`src/rtl/inst_fetch_responder.sv`:
```
// Instruction-fetch responder: turns pc fetch requests into timed reads of the base
// instruction SRAM and returns each word with a one-cycle valid strobe.
module inst_fetch_responder #(
  parameter int          WAIT_CYCLES = 2,
  parameter int          ADDR_W      = 20,
  parameter logic [31:0] BASE_ADDR   = 32'h80000000
) (
  input  logic              clk,
  input  logic              rst,
  input  logic              req_ce,
  input  logic [31:0]       req_addr,
  input  logic              flush,
  input  logic [31:0]       sram_data_in,
  output logic [ADDR_W-1:0] sram_addr,
  output logic              sram_ce_n,
  output logic              sram_oe_n,
  output logic              sram_we_n,
  output logic [3:0]        sram_be_n,
  output logic              stall_pc,
  output logic [31:0]       inst,
  output logic [31:0]       inst_addr_out,
  output logic              inst_valid,
  output logic              addr_err
);

  localparam int             CNT_W        = (WAIT_CYCLES > 1) ? $clog2(WAIT_CYCLES) : 1;
  localparam logic [CNT_W-1:0] CNT_LOAD   = CNT_W'(WAIT_CYCLES - 1);
  localparam logic [32:0]    WINDOW_BYTES = 33'd4 << ADDR_W;

  typedef enum logic {
    IDLE,
    ACCESS
  } state_t;

  state_t           state;
  logic [CNT_W-1:0] cnt;
  logic [31:0]      a_reg;
  logic [31:0]      offset;
  logic             addr_ok;
  logic             accept;
  logic             cnt_zero;

  // Window check is done on the wrapped offset, so BASE_ADDR <= addr < BASE_ADDR+size
  // collapses to a single unsigned compare.
  assign offset   = req_addr - BASE_ADDR;
  assign addr_ok  = (req_addr[1:0] == 2'b00) && ({1'b0, offset} < WINDOW_BYTES);
  assign accept   = req_ce && !flush;
  assign cnt_zero = (cnt == '0);

  // Stall drops in the last access cycle so pc advances on the same edge the data lands.
  assign stall_pc = rst && (((state == IDLE) && accept && addr_ok) ||
                            ((state == ACCESS) && !cnt_zero && !flush));

  assign sram_we_n = 1'b1;

  // NOTE: reset here is synchronous, so it lives inside the clocked branch rather than the sensitivity list.
  always_ff @(posedge clk) begin
    if (!rst) begin
      state         <= IDLE;
      cnt           <= '0;
      a_reg         <= BASE_ADDR;
      inst          <= '0;
      inst_addr_out <= BASE_ADDR;
      inst_valid    <= 1'b0;
      addr_err      <= 1'b0;
      sram_addr     <= '0;
      sram_ce_n     <= 1'b1;
      sram_oe_n     <= 1'b1;
      sram_be_n     <= 4'hF;
    end else begin
      // NOTE: non-blocking assignments throughout; the strobes default low and are raised only on completion.
      inst_valid <= 1'b0;
      addr_err   <= 1'b0;

      case (state)
        IDLE: begin
          if (accept) begin
            if (addr_ok) begin
              a_reg     <= req_addr;
              sram_addr <= offset[ADDR_W+1:2];
              sram_ce_n <= 1'b0;
              sram_oe_n <= 1'b0;
              sram_be_n <= 4'h0;
              cnt       <= CNT_LOAD;
              state     <= ACCESS;
            end else begin
              // Bad fetches return a nop tagged with the offending address, no SRAM cycle.
              inst          <= '0;
              inst_addr_out <= req_addr;
              inst_valid    <= 1'b1;
              addr_err      <= 1'b1;
            end
          end
        end

        ACCESS: begin
          if (flush) begin
            sram_ce_n <= 1'b1;
            sram_oe_n <= 1'b1;
            sram_be_n <= 4'hF;
            cnt       <= '0;
            state     <= IDLE;
          end else if (!cnt_zero) begin
            cnt <= cnt - 1'b1;
          end else begin
            inst          <= sram_data_in;
            inst_addr_out <= a_reg;
            inst_valid    <= 1'b1;
            sram_ce_n     <= 1'b1;
            sram_oe_n     <= 1'b1;
            sram_be_n     <= 4'hF;
            state         <= IDLE;
          end
        end

        default: state <= IDLE;
      endcase
    end
  end

endmodule

```
`config.mk`:
```
export PLATFORM = sky130hd
export DESIGN_NAME = inst_fetch_responder
export DESIGN_NICKNAME = d
export VERILOG_FILES = /design/src/rtl/inst_fetch_responder.sv
export SDC_FILE = /design/constraint.sdc
export NUM_CORES = 1
export LEC_CHECK = 0
export ABC_AREA = 1
export CAP_MARGIN = 25
export CORE_UTILIZATION = 45
export CTS_CLUSTER_DIAMETER = 60
export DETAILED_ROUTE_END_ITERATION = 8
export PLACE_DENSITY_LB_ADDON = 0.08
export RECOVER_POWER = 50
export SETUP_SLACK_MARGIN = 0.02
export SLEW_MARGIN = 20
export SYNTH_ARGS = -nofsm -noshare
export SYNTH_HDL_FRONTEND = slang
export SYNTH_SLANG_ARGS = --single-unit
export TNS_END_PERCENT = 5
```
`constraint.sdc`:
```
create_clock -name clk -period 4.5 [get_ports clk]
set_clock_uncertainty 0.2 [all_clocks]
set_input_delay 1.125 -clock clk [delete_from_list [all_inputs] [get_ports clk]]
set_output_delay 1.125 -clock clk [all_outputs]
set_load 0.1 [all_outputs]
```
==> metrics.md <==
| Metric | Value |
|---|---|
| Slowest-stage cell, CP | `dlygate4sd3_1` |
| Initial DRC count | `215` |
| Cell depth of the worst setup path | `9` |
| Initial core utilization | `46.7%` |
| HP Class | `reg2reg` |
| # diodes | `0` |
| Htree depth | `3` |
| Reg-to-reg critical path startpoint | `state$_SDFF_PN0_` |
| Detailed-route DRC error count | `0` |
| R2R Setup Slk | `1.18 ns` |
| GRT Residual Overflow | `0` |
| Rows | `38` |
| Final Hold Vio Count | `0` |
| Final Cell Area | `0.00659 mm^2` |
| Worst path arrival time | `2.74 ns` |
| Data required, critical path | `3.17 ns` |
| Setup CP Type | `in2out` |
| First-pass GRT wire length | `19.7 mm` |
| Most frequent cells in the layout | `138 x nand2_1, 138 x clkdlybuf4s50_1, 106 x nor2_1, 100 x dfxtp_1, 68 x inv_1` |
| RSZ-0062 raised after global routing | `false` |
| Crit path buf inv count | `4` |
| FF+latch count, synth | `101` |
| Max FO, Critical Path | `3` |
| Initial antenna violation count | `0` |
| Total CTS buffers | `9` |
| Min Tclk post-route | `4.07 ns` |
| Post-DP HPWL | `8.03 mm` |
| Slew HR | `-23.9%` |
| Fin nets | `852` |
| Clock Latency Late Sink | `0.34 ns` |
| # hold bufs at CTS | `0` |
| Reg-to-Reg End | `inst_addr_out[16]$_SDFFE_PN0P_` |
| Fmax | `246 MHz` |
| Crit path top cell by count | `nand2_1` |
| Worst-case hold slack | `0.239 ns` |
| Syn_area_per_cell | `7.48 um^2` |
| GP Congestion | `0.736` |
| CTS Buffer Depth | `2` |
| Vias after detailed routing | `4462` |
| IO Count | `162` |
| TritonCTS clock tree | `yes` |
| Port bufs | `160` |
| Syn Nets | `750` |
| CP endpoint | `stall_pc` |
| Post-placement cell area | `0.00639 mm^2` |
| Clock Sinks | `101` |
| Fillers | `1039` |
| Placement Setup Slack | `0.589 ns` |
| LEAKAGE | `0.00288 uW` |
| Path depth of the worst reg2reg path | `7` |
| Pwr Density | `346 mW/mm^2` |
| Worst Tran Pin Value | `1.86 ns` |
| Clk slew on worst S/H paths | `0.07 ns` |
| Worst Setup Slack, final | `0.434 ns` |
| Largest net degree at the start of global routing | `100` |
| Worst Setup End Kind | `output port` |
| Post-DRT Antenna Nets | `0` |
| Die width | `108 um` |
| Vias in the first global route | `4049` |
| Post-synthesis cell area | `0.00510 mm^2` |
| Worst Setup SP | `req_addr[1]` |
| Final TNS setup | `0 ns` |
| Core area | `0.0109 mm^2` |
| DR vias/cell | `4.80` |
| Tot GR Track Use | `21.1%` |
| Startpoint types | `input port` |
| Delay-heaviest family, CP | `buffers and inverters` |
| Drt total wl | `12.2 mm` |
| Finish-stage setup viols | `0` |
| Die area | `0.0118 mm^2` |
| Pre-antenna DRT Iters | `5` |
| Post-synthesis cell type count | `26` |
| Crit share post-route | `90.4%` |
| Syn-to-layout area delta | `29.2%` |
| CTS Root Cell | `clkbuf_16` |
| Wire per inst | `13.1 um` |
| Maxcap violations | `2` |
| Max VDD drop | `228 uV` |
| Post-CTS setup buffer count | `0` |
| Cell Chain, Critical Path | `dlygate4sd3_1 -> inv_1 -> nand2_1 -> nor2_1 -> nand3_1 -> inv_2 -> nand2_1 -> a21oi_1 -> buf_12` |
| Top Registers | `inst x32, inst_addr_out x32, sram_addr x19` |
| Max-slew violation total from the final report | `174` |
| Post-synthesis sequential area ratio | `39.6%` |
| Layout cells sized above 1 | `8.37%` |
| Die height | `108 um` |
| Failing checks | `max-capacitance violations, max-slew violations` |
| Ys Warns | `0` |
| Post-CTS Resized | `0` |
| Mapped Cells | `682` |
| Outcome | `finished, violations left` |
| Crit path largest cell delay | `0.54 ns` |
-- per-layer routing --
| metal | vias up | wire [um] | global-route usage [%] |
|---|---|---|---|
| li1 | 2310 | - | - |
| met1 | 2012 | 5490 | 26.5 |
| met2 | 136 | 5760 | 35.3 |
| met3 | 4 | 864 | 5.49 |
| met4 | 0 | 81 | 6.27 |
| met5 | - | 0 | 0 |
-- cell families (layout without fill, tap and decap cells) --
group / Yosys count / after routing / share of synthesized area [%]
DFF: 101 / 101 / 39.6
and+or+nand+nor: 319 / 319 / 30.0
buffers and inverters: 149 / 256 / 16.4
other: 1 / 1 / 0.0735
AOI/OAI and AO/OA: 92 / 92 / 9.98
muxes: 20 / 20 / 3.92
-- how the worst min path moves through the flow --
stage,cells after the start,from,to
floorplan,2,a_reg[31]$_SDFFE_PN1P_,a_reg[31]$_SDFFE_PN1P_
global placement,2,a_reg[31]$_SDFFE_PN1P_,a_reg[31]$_SDFFE_PN1P_
detailed placement,2,a_reg[31]$_SDFFE_PN1P_,a_reg[31]$_SDFFE_PN1P_
CTS,2,a_reg[31]$_SDFFE_PN1P_,a_reg[31]$_SDFFE_PN1P_
global route,2,a_reg[31]$_SDFFE_PN1P_,a_reg[31]$_SDFFE_PN1P_
finish,2,a_reg[31]$_SDFFE_PN1P_,a_reg[31]$_SDFFE_PN1P_
-- cells in the mapped netlist --
cell type,number,share of area [%]
clkbuf_1,10,0.74
buf_8,1,0.29
buf_6,5,1.1
nor4_1,1,0.12
o21ai_0,12,1.2
nor2_1,105,7.7
a21oi_4,1,0.32
buf_2,20,2.0
a21oi_2,10,1.7
inv_1,68,5.0
dfxtp_1,101,40
nand3_1,19,1.9
nand2_1,136,10
nand2_2,2,0.25
mux2i_1,20,3.9
o21ai_1,10,0.98
buf_12,4,1.6
inv_4,1,0.12
conb_1,1,0.073
buf_4,36,5.3
nand3_2,42,8.2
nand2_4,1,0.22
a21oi_1,59,5.8
nor2_2,2,0.25
and3_1,11,1.3
inv_2,4,0.29
-- worst register-to-register path: cells and delay by family (launching register included) --
| family | cells | cell delay (ns) |
|---|---|---|
| buffers and inverters | 2 | 1.34 |
| DFF | 1 | 0.65 |
| and+or+nand+nor | 5 | 1.01 |
-- report_power, final --
part / switching [uW] / leakage (uW) / total, uW / internal [uW]
registers: 19.7 / 0.000826 / 950 / 930
logic: 382 / 0.00190 / 542 / 160
clock network: 341 / 0.000150 / 789 / 448
-- final cells by class --
type / count / area, um^2 / share of cell area, %
sequential: 101 / 2030 / 30.7
timing repair buffer: 167 / 1670 / 25.3
clock inverter: 5 / 58.8 / 0.892
inverter: 73 / 277 / 4.20
multi-input combinational: 432 / 2140 / 32.5
tap: 140 / 175 / 2.66
clock buffer: 11 / 243 / 3.68
-- through the flow --
step / total power, uW / util (%) / instances
after floorplan: 1370 / - / 682
after global placement: 1510 / 58.4 / 912
after detailed placement: 1520 / 58.4 / 912
after CTS: 2310 / 61.2 / 928
after global routing: 2380 / 60.3 / 929
final: 2280 / 60.3 / 929
(Power assumes the default switching activity.)
